**config.mk**
```make
export PLATFORM = sky130hd
export DESIGN_NAME = io_loader
export DESIGN_NICKNAME = d
export VERILOG_FILES = /design/src/rtl/io_loader.sv
export SDC_FILE = /design/constraint.sdc
export NUM_CORES = 1
export LEC_CHECK = 0
export CORE_ASPECT_RATIO = 0.8
export CORE_UTILIZATION = 54
export CTS_CLUSTER_DIAMETER = 80
export DETAILED_ROUTE_END_ITERATION = 10
export GPL_ROUTABILITY_DRIVEN = 0
export PLACE_DENSITY = 0.94
export SYNTH_ARGS = -nofsm -noshare
export SYNTH_HDL_FRONTEND = slang
export SYNTH_SLANG_ARGS = --single-unit
```
**constraint.sdc**
```tcl
create_clock -name clk -period 4.4 [get_ports clk]
set_clock_uncertainty 0.1 [all_clocks]
set_input_delay 0.88 -clock clk [delete_from_list [all_inputs] [get_ports clk]]
set_output_delay 0.88 -clock clk [all_outputs]
set_load 0.1 [all_outputs]
```
**src/rtl/io_loader.sv**
```systemverilog
// Purpose : turns a framed byte stream {cmd, len, payload...} into single-byte write strobes for the io register file.
// Latency : 1 cycle from payload-byte accept to we/addr/data_o; done coincides with the last write.
// Backpres: in_ready high in IDLE/LEN/DATA (1 byte/cycle), low for the single DONE cycle and while abort=1.
//
// Ports:
//   clk, rst_n          - clock, asynchronous active-low reset
//   in_valid/in_data    - input byte stream, accepted when in_ready is also high
//   in_ready            - loader can take a byte this cycle
//   abort               - synchronous frame abort, returns to IDLE without completing
//   we/addr/data_o      - registered write strobe, address and data towards io
//   reg_sel             - register bank select, held from one command byte to the next
//   busy                - frame in progress (LEN, DATA or DONE)
//   done                - one-cycle frame completion pulse
//   frame_cnt           - completed frame count, wraps at 8 bits
module io_loader #(
    parameter int ADDR_W = 5,
    parameter int DATA_W = 8
) (
    input  logic              clk,
    input  logic              rst_n,
    input  logic              in_valid,
    input  logic [DATA_W-1:0] in_data,
    output logic              in_ready,
    input  logic              abort,
    output logic              we,
    output logic [ADDR_W-1:0] addr,
    output logic [DATA_W-1:0] data_o,
    output logic [1:0]        reg_sel,
    output logic              busy,
    output logic              done,
    output logic [7:0]        frame_cnt
);

    localparam logic [1:0] S_IDLE = 2'd0;
    localparam logic [1:0] S_LEN  = 2'd1;
    localparam logic [1:0] S_DATA = 2'd2;
    localparam logic [1:0] S_DONE = 2'd3;

    // Counter is one bit wider than the address so it can hold the full
    // register-file size (32 for ADDR_W=5).
    localparam int CNT_W = ADDR_W + 1;
    localparam logic [CNT_W-1:0]  MAX_LEN   = CNT_W'(2 ** ADDR_W);
    localparam logic [DATA_W-1:0] MAX_LEN_D = DATA_W'(2 ** ADDR_W);

    logic [1:0]        state_q,     state_d;
    logic              rdy_q,       rdy_d;
    logic [CNT_W-1:0]  cnt_q,       cnt_d;
    logic [ADDR_W-1:0] wr_addr_q,   wr_addr_d;
    logic              we_q,        we_d;
    logic [ADDR_W-1:0] addr_q,      addr_d;
    logic [DATA_W-1:0] data_q,      data_d;
    logic [1:0]        reg_sel_q,   reg_sel_d;
    logic [7:0]        frame_cnt_q, frame_cnt_d;

    logic              accept;
    logic [CNT_W-1:0]  len_eff;

    // abort masks readiness combinationally so the byte presented alongside
    // it is never consumed.
    assign in_ready = rdy_q & ~abort;
    assign accept   = in_valid & in_ready;

    // Length 0 means a full register file; anything larger saturates.
    always_comb begin
        len_eff = in_data[CNT_W-1:0];
        if (in_data == '0 || in_data > MAX_LEN_D) begin
            len_eff = MAX_LEN;
        end
    end

    always_comb begin
        state_d     = state_q;
        cnt_d       = cnt_q;
        wr_addr_d   = wr_addr_q;
        we_d        = 1'b0;
        addr_d      = addr_q;
        data_d      = data_q;
        reg_sel_d   = reg_sel_q;
        frame_cnt_d = frame_cnt_q;

        case (state_q)
            S_IDLE: begin
                if (accept) begin
                    reg_sel_d = in_data[DATA_W-1 -: 2];
                    wr_addr_d = in_data[ADDR_W-1:0];
                    state_d   = S_LEN;
                end
            end
            S_LEN: begin
                if (accept) begin
                    cnt_d   = len_eff;
                    state_d = S_DATA;
                end
            end
            S_DATA: begin
                if (accept) begin
                    we_d      = 1'b1;
                    addr_d    = wr_addr_q;
                    data_d    = in_data;
                    wr_addr_d = wr_addr_q + 1'b1;   // wraps naturally at 2^ADDR_W
                    cnt_d     = cnt_q - 1'b1;
                    if (cnt_q == CNT_W'(1)) begin
                        state_d = S_DONE;
                    end
                end
            end
            default: begin
                // S_DONE: the frame is already complete, so it is counted
                // even if abort happens to be high in this cycle.
                frame_cnt_d = frame_cnt_q + 8'd1;
                state_d     = S_IDLE;
            end
        endcase

        if (abort) begin
            state_d = S_IDLE;
        end
    end

    // Registered ready: low only for the cycle spent in DONE, and low out of
    // reset until the first clock edge.
    assign rdy_d = (state_d != S_DONE);

    always_ff @(posedge clk or negedge rst_n) begin
        if (!rst_n) begin
            state_q     <= S_IDLE;
            rdy_q       <= 1'b0;
            cnt_q       <= '0;
            wr_addr_q   <= '0;
            we_q        <= 1'b0;
            addr_q      <= '0;
            data_q      <= '0;
            reg_sel_q   <= 2'd0;
            frame_cnt_q <= 8'd0;
        end else begin
            state_q     <= state_d;
            rdy_q       <= rdy_d;
            cnt_q       <= cnt_d;
            wr_addr_q   <= wr_addr_d;
            we_q        <= we_d;
            addr_q      <= addr_d;
            data_q      <= data_d;
            reg_sel_q   <= reg_sel_d;
            frame_cnt_q <= frame_cnt_d;
        end
    end

    assign we        = we_q;
    assign addr      = addr_q;
    assign data_o    = data_q;
    assign reg_sel   = reg_sel_q;
    assign busy      = (state_q != S_IDLE);
    assign done      = (state_q == S_DONE);
    assign frame_cnt = frame_cnt_q;

endmodule

```
==> impl_metrics.py <==
metrics = {
    "route": {
        "via_count": 1372,
        "remaining_routing_drc_violations": 0,
        "firstDrtPassIters": 4,
        "route.detailed.wl_per_inst_um": 16.9,
        "drtAntennaViolNets": 0,
        "drt_wl_total_mm": 4.05,
        "first_iteration_detailed_routing_drc_count": 106,
        "viasPerCell": 5.74,
    },
    "setup_path": {
        "criticalPathCategory": "reg -> out",
        "cp_max_fo": 9,
        "cp_data_required_time_ps": 3420,
        "timing.critical_path.from_type": "register",
        "end_kind": "output pin",
        "worst-endpoint-arrival_ps": 2270,
    },
    "final_layout": {
        "diodes": 0,
        "multi_input_comb_area_sq_um": 815,
        "synthToLayoutAreaGrowth_pct": 26.5,
        "ratio_of_cells_with_drive_above_1_in_the_final_layout_pct": 11.1,
        "fillers": 228,
        "finish.net_count": 214,
        "ff_latch_area_sq_um": 951,
    },
    "sta": {
        "transition_time_of_the_tightest_slew_check_pin_ps": 978,
        "post-route-min-period_ps": 3250,
        "timing.final.max_slew_violations": 0,
        "fmax_mhz": 308,
        "final.hold.worst_slack_ps": 369,
        "layout_worst_path_cycle_share_pct": 73.9,
        "final_hold_viol_count": 0,
        "setup_tns_ps": 0,
        "timing.max_slew.rel_slack_pct": 34.6,
        "rsz0062_at_grt": "false",
        "setup_viol": 0,
    },
    "power": {
        "netSwitchingPower_mw": 0.449,
        "p_sw_share_pct": 40.0,
        "clock_network_fraction_of_total_power_pct": 25.6,
        "seq_power_share_pct": 39.2,
        "power_frac_comb_pct": 35.2,
        "peakVddDrop_mv": 0.377,
        "cellPowerDensity_nw_per_um2": 486,
        "power.static_leakage_nw": 1.06,
        "intPower_mw": 0.673,
    },
    "cts": {
        "cts_inserted_buffers": 5,
        "cts_sinks": 38,
        "cts_post_setup_buffers_inserted": 0,
        "cts_tree": "built",
        "clk_latency_worst_skew_pair_ps": 290,
        "clock_root_buffer_master": "clkbuf_8",
        "worst_path_clk_slew_ps": 80,
        "htree_num_levels": 2,
        "post_cts_hold_buffer_count": 0,
        "post_cts_resize_count": 0,
        "cts_max_path_buffers": 2,
    },
    "synth": {
        "postSynthCellCount": 159,
        "yosys-top-cells-area": "dfrtp_1, mux2_4, mux2_1, a21oi_1, nor2_1",
        "syn_area_per_cell_sq_um": 11.5,
        "async_flop_share_pct": 100,
        "ys.flop_type": "dfrtp_1",
        "syn_area_sq_um": 1830,
        "synth_area_leader_cell": "dfrtp_1",
        "synth_cell_type_count": 39,
        "syn_nets": 175,
        "yosysSeqAreaShare_pct": 52.1,
        "synth-seq-cells": 38,
        "post-synth-top-area-fraction_pct": 52.1,
        "synth-edff-count": 0,
        "total_of_warnings_raised_by_yosys": 0,
    },
    "global_routing": {
        "gr_overflow_total": 0,
        "met3_usage_pct": 7.63,
        "initial_antenna_violation_count": 0,
        "groute.usage.overall_pct": 25.5,
        "grt_most_used_layer": "met2",
        "grt_first_pass_wirelength_mm": 6.47,
        "grt_start_max_net_pins": 39,
        "grt.met1_usage_pct": 29.1,
        "first_global_vias": 1407,
        "grt_use_met2_pct": 44.7,
    },
    "min_path": {
        "worstHoldPathType": "reg -> reg",
    },
    "flow_run": {
        "max-cap-violations": 0,
    },
    "floorplanning": {
        "die_height_um": 54.0,
        "io-pin-count": 39,
        "design.core.area_sq_um": 3150,
        "die_w_um": 67.0,
        "core.rowCount": 18,
        "floorplan_die_area_sq_um": 3620,
        "initial_core_utilization_pct": 57.9,
    },
    "outcome": {
        "outcome": "finished, final reports clean",
    },
    "placed_design": {
        "dp_hpwl_mm": 2.94,
        "buffer_ports.inserted": 38,
    },
}
## cells by family after synthesis
group	after synthesis	share of synthesized area [%]
AOI/OAI and AO/OA	31	10.8
xor gates and xnor gates	7	3.36
adders and majority gates	4	2.74
buffers and inverters	9	3.29
DFF	38	52.1
muxes	17	12.1
and+or+nand+nor	53	15.7
## Yosys cell counts (2+ instances only)
library cell  count
dfrtp_1          38
nor2_1           14
nand2_1          13
a21oi_1          12
mux2_1            8
mux2_4            8
nand3_1           5
ha_1              4
xnor2_1           4
a22o_1            3
buf_2             3
buf_6             3
nand2b_1          3
nand4_1           3
o21ai_1           3
o2bb2ai_1         3
xor2_1            3
a22oi_1           2
inv_1             2
nor2b_1           2
nor3_1            2
o21ai_0           2
o22ai_1           2
or3_1             2
## final cells by class
type / count / area share (%)
sequential: 38 / 41.2
multi-input combinational: 112 / 35.3
timing repair buffer: 38 / 16.2
clock buffer: 5 / 2.98
tap: 40 / 2.17
clock inverter: 3 / 1.73
inverter: 3 / 0.488
## layout by cell type (no fill, tap or decap), types with 2 or more instances in the layout
master / n
mux2_4: 8
o21ai_1: 3
nor2b_1: 2
inv_1: 2
o2bb2ai_1: 3
xnor2_1: 4
dfrtp_1: 38
nand3_1: 5
xor2_1: 3
or3_1: 2
clkinv_2: 2
clkbuf_8: 5
nand4_1: 3
nor2_1: 14
a22o_1: 3
a22oi_1: 2
nand2_1: 13
nand2b_1: 3
o21ai_0: 2
ha_1: 4
nor3_1: 2
o22ai_1: 2
a21oi_1: 12
mux2_1: 8
clkdlybuf4s50_1: 36
## final timing paths
path                         startpoint            to  slack (ps)  cells past startpoint
min reg2reg                frame_cnt[7]  frame_cnt[7]         370                      1
min                        frame_cnt[7]  frame_cnt[7]         370                      1
max in group asynchronous         rst_n       addr[3]        3090                      1
max reg2reg                  state_q[1]      cnt_q[2]        2330                      4
min in group asynchronous         rst_n  wr_addr_q[1]         590                      1
max                          state_q[1]          done        1150                      2
## power by group through the flow
stage                     clock [mW]  combinational (mW)  sequential [mW]
after global routing           0.306               0.413            0.446
after CTS                      0.290               0.397            0.440
after floorplan                    0               0.102            0.628
final                          0.287               0.395            0.439
after global placement             0               0.381            0.439
after detailed placement           0               0.392            0.446
## per-layer routing
layer / vias to the layer above / routed length (um)
met2: 56 / 2100
li1: 647 / -
met5: - / 0
met3: 12 / 243
met4: 0 / 78
met1: 657 / 1630
## sequential cells by signal (all words and copies together), names as in the netlist
name	cells
reg_sel	2
rdy_q	1
frame_cnt	8
addr	5
we	1
wr_addr_q	5
cnt_q	6
data_o	8
state_q	2
## through the flow
| step | util (%) | instances | instance area, sq um | worst slack [ps] | power (mW) |
|---|---|---|---|---|---|
| after detailed placement | 69.8 | 231 | 2200 | 1510 | 0.838 |
| after global routing | 73.2 | 239 | 2310 | 1100 | 1.17 |
| after global placement | 69.8 | 231 | 2200 | 1570 | 0.820 |
| after floorplan | - | 159 | 1830 | 1200 | 0.730 |
| final | 73.2 | 239 | 2310 | 1150 | 1.12 |
| after CTS | 73.2 | 239 | 2310 | 1180 | 1.13 |
## worst max-delay path: stages (launching register included)
cell and delay (ps):
dfrtp_1 480, and2_1 300, clkdlybuf4s50_1 1190
(Power assumes the default switching activity.)
